--- src/rtl/seg_scan_driver.sv ---
// Four-digit seven-segment scan driver. A loaded word is held in staging and moves to the
// displayed shadow at a frame boundary. Every digit change is followed by a blanking gap.
module seg_scan_driver #(
  parameter int unsigned BLANK_CYC = 15,
  parameter bit          LZS       = 1'b1
) (
  input  logic        clk,
  input  logic        rst,
  input  logic [1:0]  sel,
  input  logic        en,
  input  logic        load,
  input  logic [15:0] value,
  input  logic [3:0]  dp,
  output logic [3:0]  an,
  output logic [6:0]  seg,
  output logic        dp_n,
  output logic        pending,
  output logic        upd_ack
);

  localparam logic [7:0] BlankInit = 8'(BLANK_CYC);

  logic [1:0]  sel_q, sel_d;
  logic [7:0]  cnt_q, cnt_d;
  logic [15:0] stage_v_q, stage_v_d, shad_v_q, shad_v_d;
  logic [3:0]  stage_dp_q, stage_dp_d, shad_dp_q, shad_dp_d;
  logic        pending_q, pending_d;
  logic        upd_ack_q, upd_ack_d;
  logic [3:0]  an_q, an_d;
  logic [6:0]  seg_q, seg_d;
  logic        dp_n_q, dp_n_d;

  logic        sel_change, frame;
  logic [3:0]  digit;
  logic [3:0]  supp;

  // Active-low {g,f,e,d,c,b,a} hex decode.
  function automatic logic [6:0] decode(input logic [3:0] d);
    logic [6:0] s;
    unique case (d)
      4'h0: s = 7'h40;
      4'h1: s = 7'h79;
      4'h2: s = 7'h24;
      4'h3: s = 7'h30;
      4'h4: s = 7'h19;
      4'h5: s = 7'h12;
      4'h6: s = 7'h02;
      4'h7: s = 7'h78;
      4'h8: s = 7'h00;
      4'h9: s = 7'h10;
      4'hA: s = 7'h08;
      4'hB: s = 7'h03;
      4'hC: s = 7'h46;
      4'hD: s = 7'h21;
      4'hE: s = 7'h06;
      default: s = 7'h0E;
    endcase
    return s;
  endfunction

  assign sel_change = (sel != sel_q);
  assign frame      = sel_change && (sel == 2'b00);
  assign digit      = shad_v_q[{sel_q, 2'b00} +: 4];

  // A digit is a leading zero when it and every higher digit are zero; digit 0 always shows.
  always_comb begin
    supp    = 4'b0000;
    supp[3] = LZS && (shad_v_q[15:12] == 4'h0);
    supp[2] = supp[3] && (shad_v_q[11:8] == 4'h0);
    supp[1] = supp[2] && (shad_v_q[7:4] == 4'h0);
  end

  always_comb begin
    sel_d      = sel_q;
    cnt_d      = cnt_q;
    stage_v_d  = stage_v_q;
    stage_dp_d = stage_dp_q;
    shad_v_d   = shad_v_q;
    shad_dp_d  = shad_dp_q;
    pending_d  = pending_q;
    upd_ack_d  = 1'b0;
    an_d       = 4'hF;
    seg_d      = 7'h7F;
    dp_n_d     = 1'b1;

    if (load) begin
      stage_v_d  = value;
      stage_dp_d = dp;
      if (frame) begin
        // Load on the boundary bypasses staging entirely.
        shad_v_d  = value;
        shad_dp_d = dp;
        pending_d = 1'b0;
        upd_ack_d = 1'b1;
      end else begin
        pending_d = 1'b1;
      end
    end else if (frame && pending_q) begin
      shad_v_d  = stage_v_q;
      shad_dp_d = stage_dp_q;
      pending_d = 1'b0;
      upd_ack_d = 1'b1;
    end

    if (sel_change) begin
      sel_d = sel;
      cnt_d = BlankInit;
    end else if (cnt_q != 8'd0) begin
      cnt_d = cnt_q - 8'd1;
    end else if (en) begin
      an_d   = ~(4'b0001 << sel_q);
      seg_d  = supp[sel_q] ? 7'h7F : decode(digit);
      dp_n_d = ~shad_dp_q[sel_q];
    end
  end

  always_ff @(posedge clk or negedge rst) begin
    if (!rst) begin
      sel_q      <= 2'b00;
      cnt_q      <= BlankInit;
      stage_v_q  <= 16'h0000;
      stage_dp_q <= 4'h0;
      shad_v_q   <= 16'h0000;
      shad_dp_q  <= 4'h0;
      pending_q  <= 1'b0;
      upd_ack_q  <= 1'b0;
      an_q       <= 4'hF;
      seg_q      <= 7'h7F;
      dp_n_q     <= 1'b1;
    end else begin
      sel_q      <= sel_d;
      cnt_q      <= cnt_d;
      stage_v_q  <= stage_v_d;
      stage_dp_q <= stage_dp_d;
      shad_v_q   <= shad_v_d;
      shad_dp_q  <= shad_dp_d;
      pending_q  <= pending_d;
      upd_ack_q  <= upd_ack_d;
      an_q       <= an_d;
      seg_q      <= seg_d;
      dp_n_q     <= dp_n_d;
    end
  end

  assign an      = an_q;
  assign seg     = seg_q;
  assign dp_n    = dp_n_q;
  assign pending = pending_q;
  assign upd_ack = upd_ack_q;

endmodule
--- config.mk ---
export PLATFORM = sky130hd
export DESIGN_NAME = seg_scan_driver
export DESIGN_NICKNAME = d
export VERILOG_FILES = /design/src/rtl/seg_scan_driver.sv
export SDC_FILE = /design/constraint.sdc
export NUM_CORES = 1
export LEC_CHECK = 0
export ABC_AREA = 1
export CORE_ASPECT_RATIO = 1.75
export CORE_UTILIZATION = 45
export DETAILED_ROUTE_END_ITERATION = 7
export GPL_TIMING_DRIVEN = 0
export PLACE_DENSITY_LB_ADDON = 0.25
export SLEW_MARGIN = 20
export SYNTH_ARGS = -nofsm -noshare
export SYNTH_HDL_FRONTEND = slang
export SYNTH_SLANG_ARGS = --single-unit
export TNS_END_PERCENT = 5
--- constraint.sdc ---
create_clock -name clk -period 4.7 [get_ports clk]
set_clock_uncertainty 0.2 [all_clocks]
set_input_delay 0.94 -clock clk [delete_from_list [all_inputs] [get_ports clk]]
set_output_delay 0.94 -clock clk [all_outputs]
set_load 0.05 [all_outputs]
==> results.toml <==
[worst_setup_path]
reg2regPathDepth = 12
setup.worst_path.end_class = "primary output"
crit_fanout = 1
cp.arrival_ps = 1640
cp_slowest_cell = "clkdlybuf4s50_1"
worstPathRequired_ps = 3560
worst_path_largest_cell_delay_ps = 800
critical_path_class = "reg2out"
worst_path_dominant_cell_family = "buffers and inverters"
crit_path_start_kind = "flip-flop"
ff2ff_setup_slack_ps = 2610
r2r_start = "sel_q[0]"
path_cells = "clkdlybuf4s50_1"
r2r-end = "seg[0]"
crit_buf_inv = 1

[layout]
final_common_cell = "nand2_1"
fin_nets = 447
areaGrowthSynthToFinish_pct = 26.0
drive_gt1_share_pct = 15.5
n_antenna_cell = 0
num-fill-cells = 580
ff_latch_area_sq_mm = 0.00162
multi_input_area_sq_mm = 0.00128
layout_common_cells = "148 x nand2_1, 48 x dfrtp_1, 38 x clkdlybuf4s50_1, 24 x nand3_1"

[synthesis]
synth_top_family_by_area = "simple AND/OR/NAND/NOR gates"
yosys.area_share.simple_pct = 31.1
syn_inst = 363
synth_compound_area_share_pct = 6.13
muxShareOfSynthArea_pct = 0
synth_cell_types = 33
synthAdderAreaFrac_pct = 2.84
synth.cell_area_sq_mm = 0.00308
yosys_register_bits = 64
yosysSeqAreaShare_pct = 52.6
avgSynthCellArea_sq_um = 8.49
yosysWarnings = 0
syn_nets = 396
synth_xor_area_share_pct = 1.42

[global_routing]
use_met1_pct = 20.1
antenna_found_initial = 0
grt_pass1_wl_um = 10600
grt_overflow_total = 0
use_met2_pct = 34.3
grt-busiest-layer = "met2"
grt_util_all_layers_pct = 19.7
grt_max_degree = 34
grt_pass1_vias = 2429
use_met3_pct = 5.23

[clock_tree]
cts_hold_buf = 0
cts.repair.resized = 0
post-cts-setup-buffer-count = 0
insertion_delay_ps = 330
cts_sinks = 64
path_clk_slew_ps = 50
cts_tree = "built"
cts_inserted_buffers = 9
clockRootBuffer = "clkbuf_16"
clock_path_buffers = 2
cts-htree-levels = 3

[die]
fp.dieH_um = 111
initial_core_util_pct = 46.8
pin_count = 40
die_w_um = 64.6
fp.coreArea_sq_mm = 0.00659
rows = 39
dieArea_sq_mm = 0.00720

[power_and_ir_drop]
power_density_mw_per_mm2 = 393
ir_worst_vdd_uv = 231
p_leak_nw = 1.89
p_total_mw = 1.52

[run]
max_cap_violations = 0

[timing]
worst_slack_ps = 1920
setup_violations = 0
rsz0062_at_grt = "false"
worstMarginPinSlew_ps = 502
finalHoldViolations = 0
finalSetupTns_ps = 0
fin_crit_sh_pct = 59.1
max_freq_mhz = 360
maxSlewHeadroom_pct = 66.4
fin_crit_ps = 2780
drv_slew = 0

[routing]
ant_nets = 0
via_per_inst = 4.92
num_vias = 2465
routed_wl_um = 6210
route.detailed.drc = 0
dr.pass1.iters = 4
routedWlPerCell_um = 12.4
drt_iter0_markers = 89

[placed_design]
place_ws_ps = 2090
hpwl_um = 4670
port_buffers = 39
place_congestion = 0.842

[worst_hold_path]
worstHoldPathType = "reg2reg"
hold_depth = 2
min-delay-start = "stage_v_q[3]"
hold_end = "stage_v_q[3]"

[status]
status = "completed"
==> worst max-delay path by stage <==
stage          depth (start not counted)   start  slack, ps      end
3_3_place_gp                           1     rst        520  upd_ack
4_1_cts                                1  seg[4]       1900   seg[4]
3_5_place_dp                          10  sel[1]       2090   seg[3]
6_report                               1  seg[4]       1920   seg[4]
5_1_grt                                1  seg[2]       1900   seg[2]
2_1_floorplan                          9  sel[1]       2800   seg[1]
==> metrics by stage <==
step / cells / util [%] / hold slack (ps) / area (sq um)
after detailed placement: 485 / 54.5 / 259 / 3590
after global routing: 501 / 59.0 / 285 / 3880
after floorplan: 363 / - / 238 / 3080
after CTS: 501 / 59.0 / 271 / 3880
final: 501 / 59.0 / 268 / 3880
after global placement: 484 / 54.3 / 255 / 3580
==> area by class of cell <==
cell class / instances / share of cell area (%)
Sequential cell: 64 / 41.7
Multi-Input combinational cell: 258 / 32.9
Timing Repair Buffer: 40 / 10.5
Clock buffer: 12 / 6.34
Inverter: 29 / 2.90
Tap cell: 82 / 2.64
Buffer: 12 / 1.77
Clock inverter: 4 / 1.16
==> flip-flops by register name, summed over array words and instances, names as in the netlist <==
name / flops
shad_v_q: 16
stage_v_q: 16
cnt_q: 8
seg: 7
an: 4
shad_dp_q: 4
stage_dp_q: 4
sel_q: 2
dp_n: 1
pending: 1
upd_ack: 1
==> metal layers <==
| metal | vias to the layer above | share of wire [%] |
|---|---|---|
| li1 | 1240 | - |
| met5 | - | 0 |
| met4 | 0 | 4.0 |
| met1 | 1149 | 39 |
| met3 | 18 | 2.9 |
| met2 | 58 | 54 |
==> synth_stat cells, drive strengths merged <==
| master | count | area (sq um) |
|---|---|---|
| inv | 28 | 108 |
| o31ai | 2 | 15.0 |
| nand2 | 156 | 621 |
| buf | 7 | 50.0 |
| nor3 | 5 | 25.0 |
| xnor2 | 2 | 17.5 |
| nand3 | 27 | 158 |
| dfstp | 16 | 420 |
| nand4 | 1 | 6.26 |
| o21ai | 27 | 135 |
| a21oi | 3 | 26.3 |
| xor2 | 3 | 26.3 |
| a31oi | 1 | 6.26 |
| ha | 7 | 87.6 |
| dfrtp | 48 | 1200 |
| nor2 | 23 | 150 |
| o22ai | 1 | 6.26 |
| clkbuf | 5 | 18.8 |
| clkinv | 1 | 5.00 |
==> where the power goes <==
group | total, mW | internal [mW] | switching, mW
Combinational | 0.246 | 0.0911 | 0.155
Clock | 0.645 | 0.422 | 0.224
Sequential | 0.634 | 0.607 | 0.0271
Total | 1.52 | 1.12 | 0.406
==> kinds of logic (layout without fill, tap and decap cells) <==
family                   after synthesis  in the layout
AO/OA/AOI/OAI                         34             34
XOR/XNOR                               5              5
adder cells (fa/ha/maj)                7              7
buffers and inverters                 41             97
flip-flops                            64             64
AND/OR/NAND/NOR                      212            212
(Power assumes the default switching activity.)
